[config.mk]
export PLATFORM = sky130hd
export DESIGN_NAME = load_store_unit
export DESIGN_NICKNAME = d
export VERILOG_FILES = /design/src/rtl/load_store_unit.sv
export SDC_FILE = /design/constraint.sdc
export NUM_CORES = 1
export LEC_CHECK = 0
export BUFFER_PORTS_ARGS = -buffer_cell sky130_fd_sc_hd__buf_2
export CAP_MARGIN = 20
export CORE_MARGIN = 2
export CORE_UTILIZATION = 52
export DETAILED_ROUTE_END_ITERATION = 10
export GPL_TIMING_DRIVEN = 0
export PLACE_DENSITY = 0.81
export SETUP_SLACK_MARGIN = 0.15
export SLEW_MARGIN = 15
export SYNTH_ARGS = -nofsm -noshare
export SYNTH_HDL_FRONTEND = slang
export SYNTH_SLANG_ARGS = --single-unit
[constraint.sdc]
create_clock -name clk -period 2.5 [get_ports clk]
set_clock_uncertainty 0.05 [all_clocks]
set_input_delay 0.125 -clock clk [delete_from_list [all_inputs] [get_ports clk]]
set_output_delay 0.125 -clock clk [all_outputs]
set_load 0.02 [all_outputs]
[src/rtl/load_store_unit.sv]
// load_store_unit: single-outstanding load/store front end for a word-wide,
// little-endian data memory. Sub-word stores are read-modify-write.
module load_store_unit #(
    parameter int unsigned MEM_BYTES = 1024
) (
    input  logic        clk,
    input  logic        rst_n,
    input  logic        req_valid,
    output logic        req_ready,
    input  logic        req_we,
    input  logic [1:0]  req_size,
    input  logic        req_signed,
    input  logic [31:0] req_addr,
    input  logic [31:0] req_wdata,
    output logic        resp_valid,
    output logic [31:0] resp_rdata,
    output logic        resp_err,
    output logic [31:0] mem_addr,
    output logic [31:0] mem_din,
    input  logic [31:0] mem_dout,
    output logic        mem_r,
    output logic        mem_w
);

    typedef enum logic [1:0] {IDLE, RD, WR, RESP} state_t;

    state_t      state, state_nx;
    logic        l_we, l_signed, l_err;
    logic [1:0]  l_size;
    logic [31:0] l_addr, l_wdata, rbuf;
    logic        acc_err;
    logic [31:0] req_waddr;
    logic [31:0] merged, lane, ext;

    // Acceptance check on the incoming request fields
    always_comb begin
        req_waddr = {req_addr[31:2], 2'b00};
        acc_err   = (req_size == 2'b11)
                  | ((req_size == 2'b01) & req_addr[0])
                  | ((req_size == 2'b10) & (req_addr[1:0] != 2'b00))
                  | (req_waddr >= 32'(MEM_BYTES));
    end

    // State register
    always_ff @(posedge clk or negedge rst_n) begin
        if (!rst_n) state <= IDLE;
        else        state <= state_nx;
    end

    // Next-state decode
    always_comb begin
        state_nx = state;
        case (state)
            IDLE: if (req_valid) begin
                if (acc_err)                            state_nx = RESP;
                else if (!req_we || req_size != 2'b10)  state_nx = RD;
                else                                    state_nx = WR;
            end
            RD:      state_nx = l_we ? WR : RESP;
            WR:      state_nx = RESP;
            RESP:    state_nx = IDLE;
            default: state_nx = IDLE;
        endcase
    end

    // Request latch on accept, read buffer capture in RD
    always_ff @(posedge clk or negedge rst_n) begin
        if (!rst_n) begin
            l_we     <= 1'b0;
            l_signed <= 1'b0;
            l_err    <= 1'b0;
            l_size   <= '0;
            l_addr   <= '0;
            l_wdata  <= '0;
            rbuf     <= '0;
        end else begin
            if (state == IDLE && req_valid) begin
                l_we     <= req_we;
                l_signed <= req_signed;
                l_err    <= acc_err;
                l_size   <= req_size;
                l_addr   <= req_addr;
                l_wdata  <= req_wdata;
            end
            if (state == RD) rbuf <= mem_dout;
        end
    end

    // Store merge and load lane extraction from the read buffer
    always_comb begin
        merged = rbuf;
        case (l_size)
            2'b00:   merged[{l_addr[1:0], 3'b000} +: 8] = l_wdata[7:0];
            2'b01:   merged[{l_addr[1], 4'b0000} +: 16] = l_wdata[15:0];
            default: merged = l_wdata;
        endcase
        lane = rbuf >> {l_addr[1:0], 3'b000};
        if (l_size == 2'b01) lane = rbuf >> {l_addr[1], 4'b0000};
        case (l_size)
            2'b00:   ext = {{24{l_signed & lane[7]}},  lane[7:0]};
            2'b01:   ext = {{16{l_signed & lane[15]}}, lane[15:0]};
            default: ext = rbuf;
        endcase
    end

    // Moore outputs from registered state and latched request
    always_comb begin
        req_ready  = (state == IDLE);
        mem_r      = (state == RD);
        mem_w      = (state == WR);
        mem_addr   = '0;
        mem_din    = '0;
        resp_valid = 1'b0;
        resp_err   = 1'b0;
        resp_rdata = '0;
        if (state == RD || state == WR) mem_addr = {l_addr[31:2], 2'b00};
        if (state == WR) mem_din = merged;
        if (state == RESP) begin
            resp_valid = 1'b1;
            resp_err   = l_err;
            if (!l_we && !l_err) resp_rdata = ext;
        end
    end

endmodule

* Yosys cells after proc, flatten, opt, wreduce, memory -nomap -nowiden *
Index checks and enable logic that the tools add are counted.

word-level totals
  register bits = 103
  bits in latches = 0
  bits in writable memories = 0
  ROM bits = 0
  input port bits = 103
  output and inout bits = 101
  logic and storage cells = 59
  memories kept = 0

operators by class
  add/sub/neg operators = 2
  $mul = 0
  div/mod/pow operators = 0
  order comparisons = 1
  equal/unequal tests = 9
  shift-type cells = 6
  muxes and demuxes = 16
  bitwise operators = 7
  reductions and logical operators = 10

operators with widths
  kind                       count
  $mux W32                   4
  $pmux W32 S2               2
  $bwmux W32                 2
  $shr A32 B5 Y16            2
  $ge A32 B11 Y1 const B     1
  $shift A16 B7 Y32 const A  1
  $shift A8 B7 Y32 const A   1
  $shiftx A16 B7 Y32         1
  $shiftx A8 B7 Y32          1
  $mux W16                   1
  $neg A5 Y7                 2
  $eq A2 B2 Y1 const B       4
  $pmux W2 S4                1
  $eq A2 B1 Y1 const B       3
  $mux W2                    3
  $and A1 B1 Y1              4
  $logic_not A2 Y1           2
  $ne A2 B2 Y1 const B       2
  $logic_not A1 Y1           3
  $mux W1                    3
  $or A1 B1 Y1               3
  $logic_and A1 B1 Y1        2
  $logic_or A1 B1 Y1         2
  $reduce_bool A2 Y1         1

* Longest topological paths before layout *
  depth in word-level cells = 8
  depth in mapped cells = 9
  gate-level depth less buffers = 6

* Worst setup path after synthesis *
No wires, ideal clock.

  path type = register -> output
  from = reg l_addr[0]
  to = out mem_din[31]
  arrival = 2.126 ns
  data required time = 2.325 ns
  slack = 0.199 ns
  cell stages (with the launch flop) = 10
  path buffers = 3
  path through = dfrtp_1 buf_4 inv_1 buf_6 ha_1 nor4bb_1 clkbuf_1 a221o_1 a22oi_1 nor2b_1

on the way
  longest elaborated chain between the ends = 5
  elaborated cells on any way between the ends = 6
  those cells by class = add/sub: 1; shift: 2; mux: 3

ends and longest elaborated chain
  item                                                   RTL line  RTL
  start: declaration                                     30        logic [31:0] l_addr, l_wdata, rbuf;
  start signal: assignment                               82        l_addr <= req_addr;
  $neg A5 Y7 (*)                                         93        2'b00: merged[{l_addr[1:0], 3'b000} +: 8] = l_wdata[7:0];
  $shiftx A8 B7 Y32 or $shift A8 B7 Y32 (tied branches)  93
  $bwmux W32 (*)                                         93
  $pmux W32 S2 (*)                                       92        case (l_size)
  $mux W32 (*)                                           117       if (state == WR) mem_din = merged;
  end: declaration                                       19        output logic [31:0] mem_din,

Every way passes the cells marked *; elsewhere a longest branch is shown, timed or not.

* Final worst setup path *
  from = reg l_addr[0]
  to = out mem_din[12]

The elaborated chain is that of the path after synthesis.

==> impl_metrics.csv <==
group,metric,value,unit
grt,grt_pass1_wl,35.9,mm
setup_path,path_class,"reg2out",
timing,hold_viol,0,
drt,vias,7073,
clock_tree,clkTransAtPathRegs,0.07,ns
place,dpl_cell_area,0.00756,mm2
logic_synthesis,synthesis.area,0.00633,mm2
power,max-vdd-ir-drop,0.910,mV
power,comb_power_share,62.6,%
grt,grt_pass1_vias,6872,
power,switchingPower,6.63,mW
timing,fmax,0.377,GHz
finish,drive_gt1_share,44.8,%
timing,slew_violations,0,
run_status,violations,"setup timing",
place,port_buffers,201,
power,power_frac_seq,26.7,%
grt,antenna_found_initial,0,
logic_synthesis,ys_seq_area_share,40.7,%
finish,area_delta_synth_final,54.5,%
logic_synthesis,synthCells,629,
setup_path,end_kind,"output port",
drt,route.detailed.drc,0,
grt,grt_overflow,0,
drt,postRouteAntennaNets,0,
die,ioPinCount,204,
die,die_h,114,um
setup_path,startpoint_type,"flop",
drt,drt_iter0_drc,891,
power,p_leak,4.48,nW
drt,vias_per_cell,6.34,
grt,grt_max_degree,65,
power,p_int,7.09,mW
drt,first_pass_iters,6,
die,core-area,0.0120,mm2
setup_path,cp.arrival,2.48,ns
power,power_density,1400,mW/mm2
die,die_area,0.0131,mm2
run,cap_violations,0,
logic_synthesis,ys.flop_type,"dfrtp_1",
finish,nets,1076,
die,start_util,52.9,%
logic_synthesis,synthXorXnorAreaFrac,0,%
clock_tree,clock_sinks,103,
timing,rsz0062_at_grt,"yes",
logic_synthesis,synth_compound_area_share,17.8,%
finish,diodes,0,
clock_tree,cts_tree,"built",
setup_path,critPathMaxFanout,6,
clock_tree,cts_root_buffer,"clkbuf_16",
setup_path,critPathRequiredTime,2.33,ns
clock_tree,cts_buffers,9,
die,row_count,40,
die,fp.dieW,114,um
timing,worstMarginPinSlew,0.650,ns
timing,relSlewSlack,56.1,%
drt,drt-wirelength-per-cell,22.8,um
drt,finalWirelength,25.4,mm
place,gp_congestion,0.971,
clock_tree,cts.path.max_buffers,2,
finish,nFillCells,646,
logic_synthesis,synth_edf_count,0,
grt,grtUsageTotal,35.9,%
finish,fin_area,0.00978,mm2
logic_synthesis,synthDistinctLibCells,55,
min_path,hold_path.class,"in2reg",
timing,fin_ws,-0.154,ns
logic_synthesis,synthArstFlopShare,100,%
logic_synthesis,yosysWarningCount,0,
clock_tree,cts-htree-levels,3,
logic_synthesis,synthAdderAreaFrac,1.78,%
run_status,status,"finished, violations left",
logic_synthesis,yosys.area_share.simple,14.7,%
logic_synthesis,synth_top_family_by_area,"multiplexers",
logic_synthesis,synthMuxAreaShare,19.6,%
power,p_clk_share,10.8,%
clock_tree,insertion_delay,0.36,ns
timing,period_share,106,%
logic_synthesis,ys_ff_latch,103,
power,p_sw_share,48.3,%
finish,post-route-util,81.8,%
place,hpwlAfterDp,14.5,mm
timing,tns,-1.22,ns
logic_synthesis,avgSynthCellArea,10.1,um2
timing,post-route-min-period,2.65,ns
timing,setup_viol,21,
[registers in the layout, indices dropped and copies added (netlist names)]
register  flops
l_addr       32
state         2
l_signed      1
l_wdata      32
rbuf         32
l_err         1
l_we          1
l_size        2
[kinds of logic after synthesis]
kind of cell    count (synthesis)
simple gates                  171
mux                           113
fa+ha+maj                       9
other cells                     1
flops                         103
compound gates                160
buf+inv                        72
[area by class of cell]
class | count | area [um2] | area share (%)
buffer | 50 | 324 | 3.31
clock buffer | 11 | 243 | 2.48
clock inverter | 5 | 63.8 | 0.652
inverter | 22 | 92.6 | 0.947
multi-input combinational | 455 | 3870 | 39.5
sequential | 103 | 2580 | 26.4
tap | 147 | 184 | 1.88
timing repair buffer | 323 | 2430 | 24.8
[stage by stage]
stage          total power [mW]  hold WS [ns]  std cells  setup slack (ns)
2_1_floorplan              8.16        -0.221        630             0.199
3_3_place_gp               10.2         0.285        978            -0.206
3_5_place_dp               10.3       0.00676        979            -0.213
4_1_cts                    12.4        0.0128       1109           0.00806
5_1_grt                    14.3        0.0451       1116            -0.192
6_report                   13.7        0.0655       1116            -0.154
[cells in the final DEF (no fill, tap or decap), types with 9 or more instances in the layout]
| cell type | synthesis | layout |
|---|---|---|
| clkbuf_2 | 0 | 9 |
| mux2i_1 | 24 | 22 |
| dfrtp_1 | 103 | 103 |
| buf_6 | 4 | 32 |
| and2_1 | 31 | 31 |
| a22oi_1 | 18 | 16 |
| o21ai_0 | 28 | 24 |
| mux2_2 | 89 | 89 |
| nand2b_1 | 10 | 10 |
| clkbuf_1 | 26 | 14 |
| nand2_4 | 0 | 16 |
| buf_2 | 11 | 159 |
| a21oi_1 | 41 | 38 |
| inv_1 | 21 | 19 |
| clkbuf_16 | 0 | 9 |
| nor2b_1 | 27 | 27 |
| dlygate4sd3_1 | 0 | 100 |
| a221o_1 | 16 | 16 |
| nand2_1 | 65 | 41 |
| a22o_1 | 9 | 9 |
| buf_4 | 6 | 53 |
[cell usage after synthesis, types with 2 or more instances]
cell type / number / share of area, %
o311ai_0: 3 / 0.42
a222oi_1: 8 / 1.3
o221ai_1: 8 / 1.1
nor4_1: 5 / 0.49
or4_1: 4 / 0.47
buf_1: 3 / 0.18
a221o_1: 16 / 2.5
mux2i_1: 24 / 3.8
nand2b_1: 10 / 0.99
and2_1: 31 / 3.1
inv_1: 21 / 1.2
nand3_1: 2 / 0.16
a31oi_1: 10 / 0.99
ha_1: 9 / 1.8
buf_4: 6 / 0.71
nor3_1: 8 / 0.63
clkbuf_1: 26 / 1.5
or2_2: 2 / 0.20
a21oi_1: 41 / 3.2
buf_6: 4 / 0.71
nor2_1: 5 / 0.30
o21ai_0: 28 / 2.2
dfrtp_1: 103 / 41
buf_2: 11 / 0.87
o211ai_1: 2 / 0.24
a22o_1: 9 / 1.2
o22ai_1: 2 / 0.20
nor4bb_1: 2 / 0.32
a221oi_1: 5 / 0.69
nand2_1: 65 / 3.9
nor2b_1: 27 / 2.7
a22oi_1: 18 / 2.1
mux2_2: 89 / 16
[power groups by stage]
stage / Combinational (mW) / Sequential, mW / Clock [mW]
after global placement: 6.71 / 3.49 / 0
after global routing: 9.05 / 3.70 / 1.56
after floorplan: 5.09 / 3.08 / 0
final: 8.58 / 3.66 / 1.48
after detailed placement: 6.81 / 3.53 / 0
after CTS: 7.44 / 3.49 / 1.49
[worst paths after layout]
check | from | end | slack [ns] | cells after the start
worst max-delay path | l_addr[0]$_DFFE_PN0P_ | mem_din[12] | -0.15 | 11
worst min-delay path | req_size[1] | l_size[1]$_DFFE_PN0P_ | 0.07 | 2
worst max register to register | state[1]$_DFFE_PN0P_ | l_addr[13]$_DFFE_PN0P_ | 0.27 | 7
worst min register to register | l_addr[9]$_DFFE_PN0P_ | l_addr[9]$_DFFE_PN0P_ | 0.45 | 1
max in group asynchronous | rst_n | l_addr[9]$_DFFE_PN0P_ | 1.56 | 3
min in group asynchronous | rst_n | rbuf[22]$_DFFE_PN0P_ | 0.19 | 2
[critical path: stages (launching register included)]
cell and delay (ns):
dfrtp_1 0.40, buf_6 0.14, inv_4 0.05, buf_6 0.12
ha_4 0.22, and4b_1 0.22, buf_6 0.14, buf_4 0.14
a22o_1 0.17, a222oi_1 0.23, nor2b_1 0.11, buf_2 0.18
[per-layer routing]
layer | track usage, % | vias up | part of all wire (%)
li1 | - | 2987 | -
met1 | 42.4 | 3343 | 35
met2 | 60.5 | 573 | 47
met3 | 9.69 | 170 | 11
met4 | 18.0 | 0 | 7.1
met5 | 0 | - | 0
[what timing repair did]
item / 4_1_cts / 5_1_grt
hold buffers: 100 / 0
buffers inserted: 13 / 7
hold endpoints to repair: 138 / 0
pin swaps: 19 / 22
gates resized for setup: 100 / 126
setup endpoints to repair: 60 / 81
cloned: 1 / 0
Note: power is estimated with default switching activity, not from simulation.
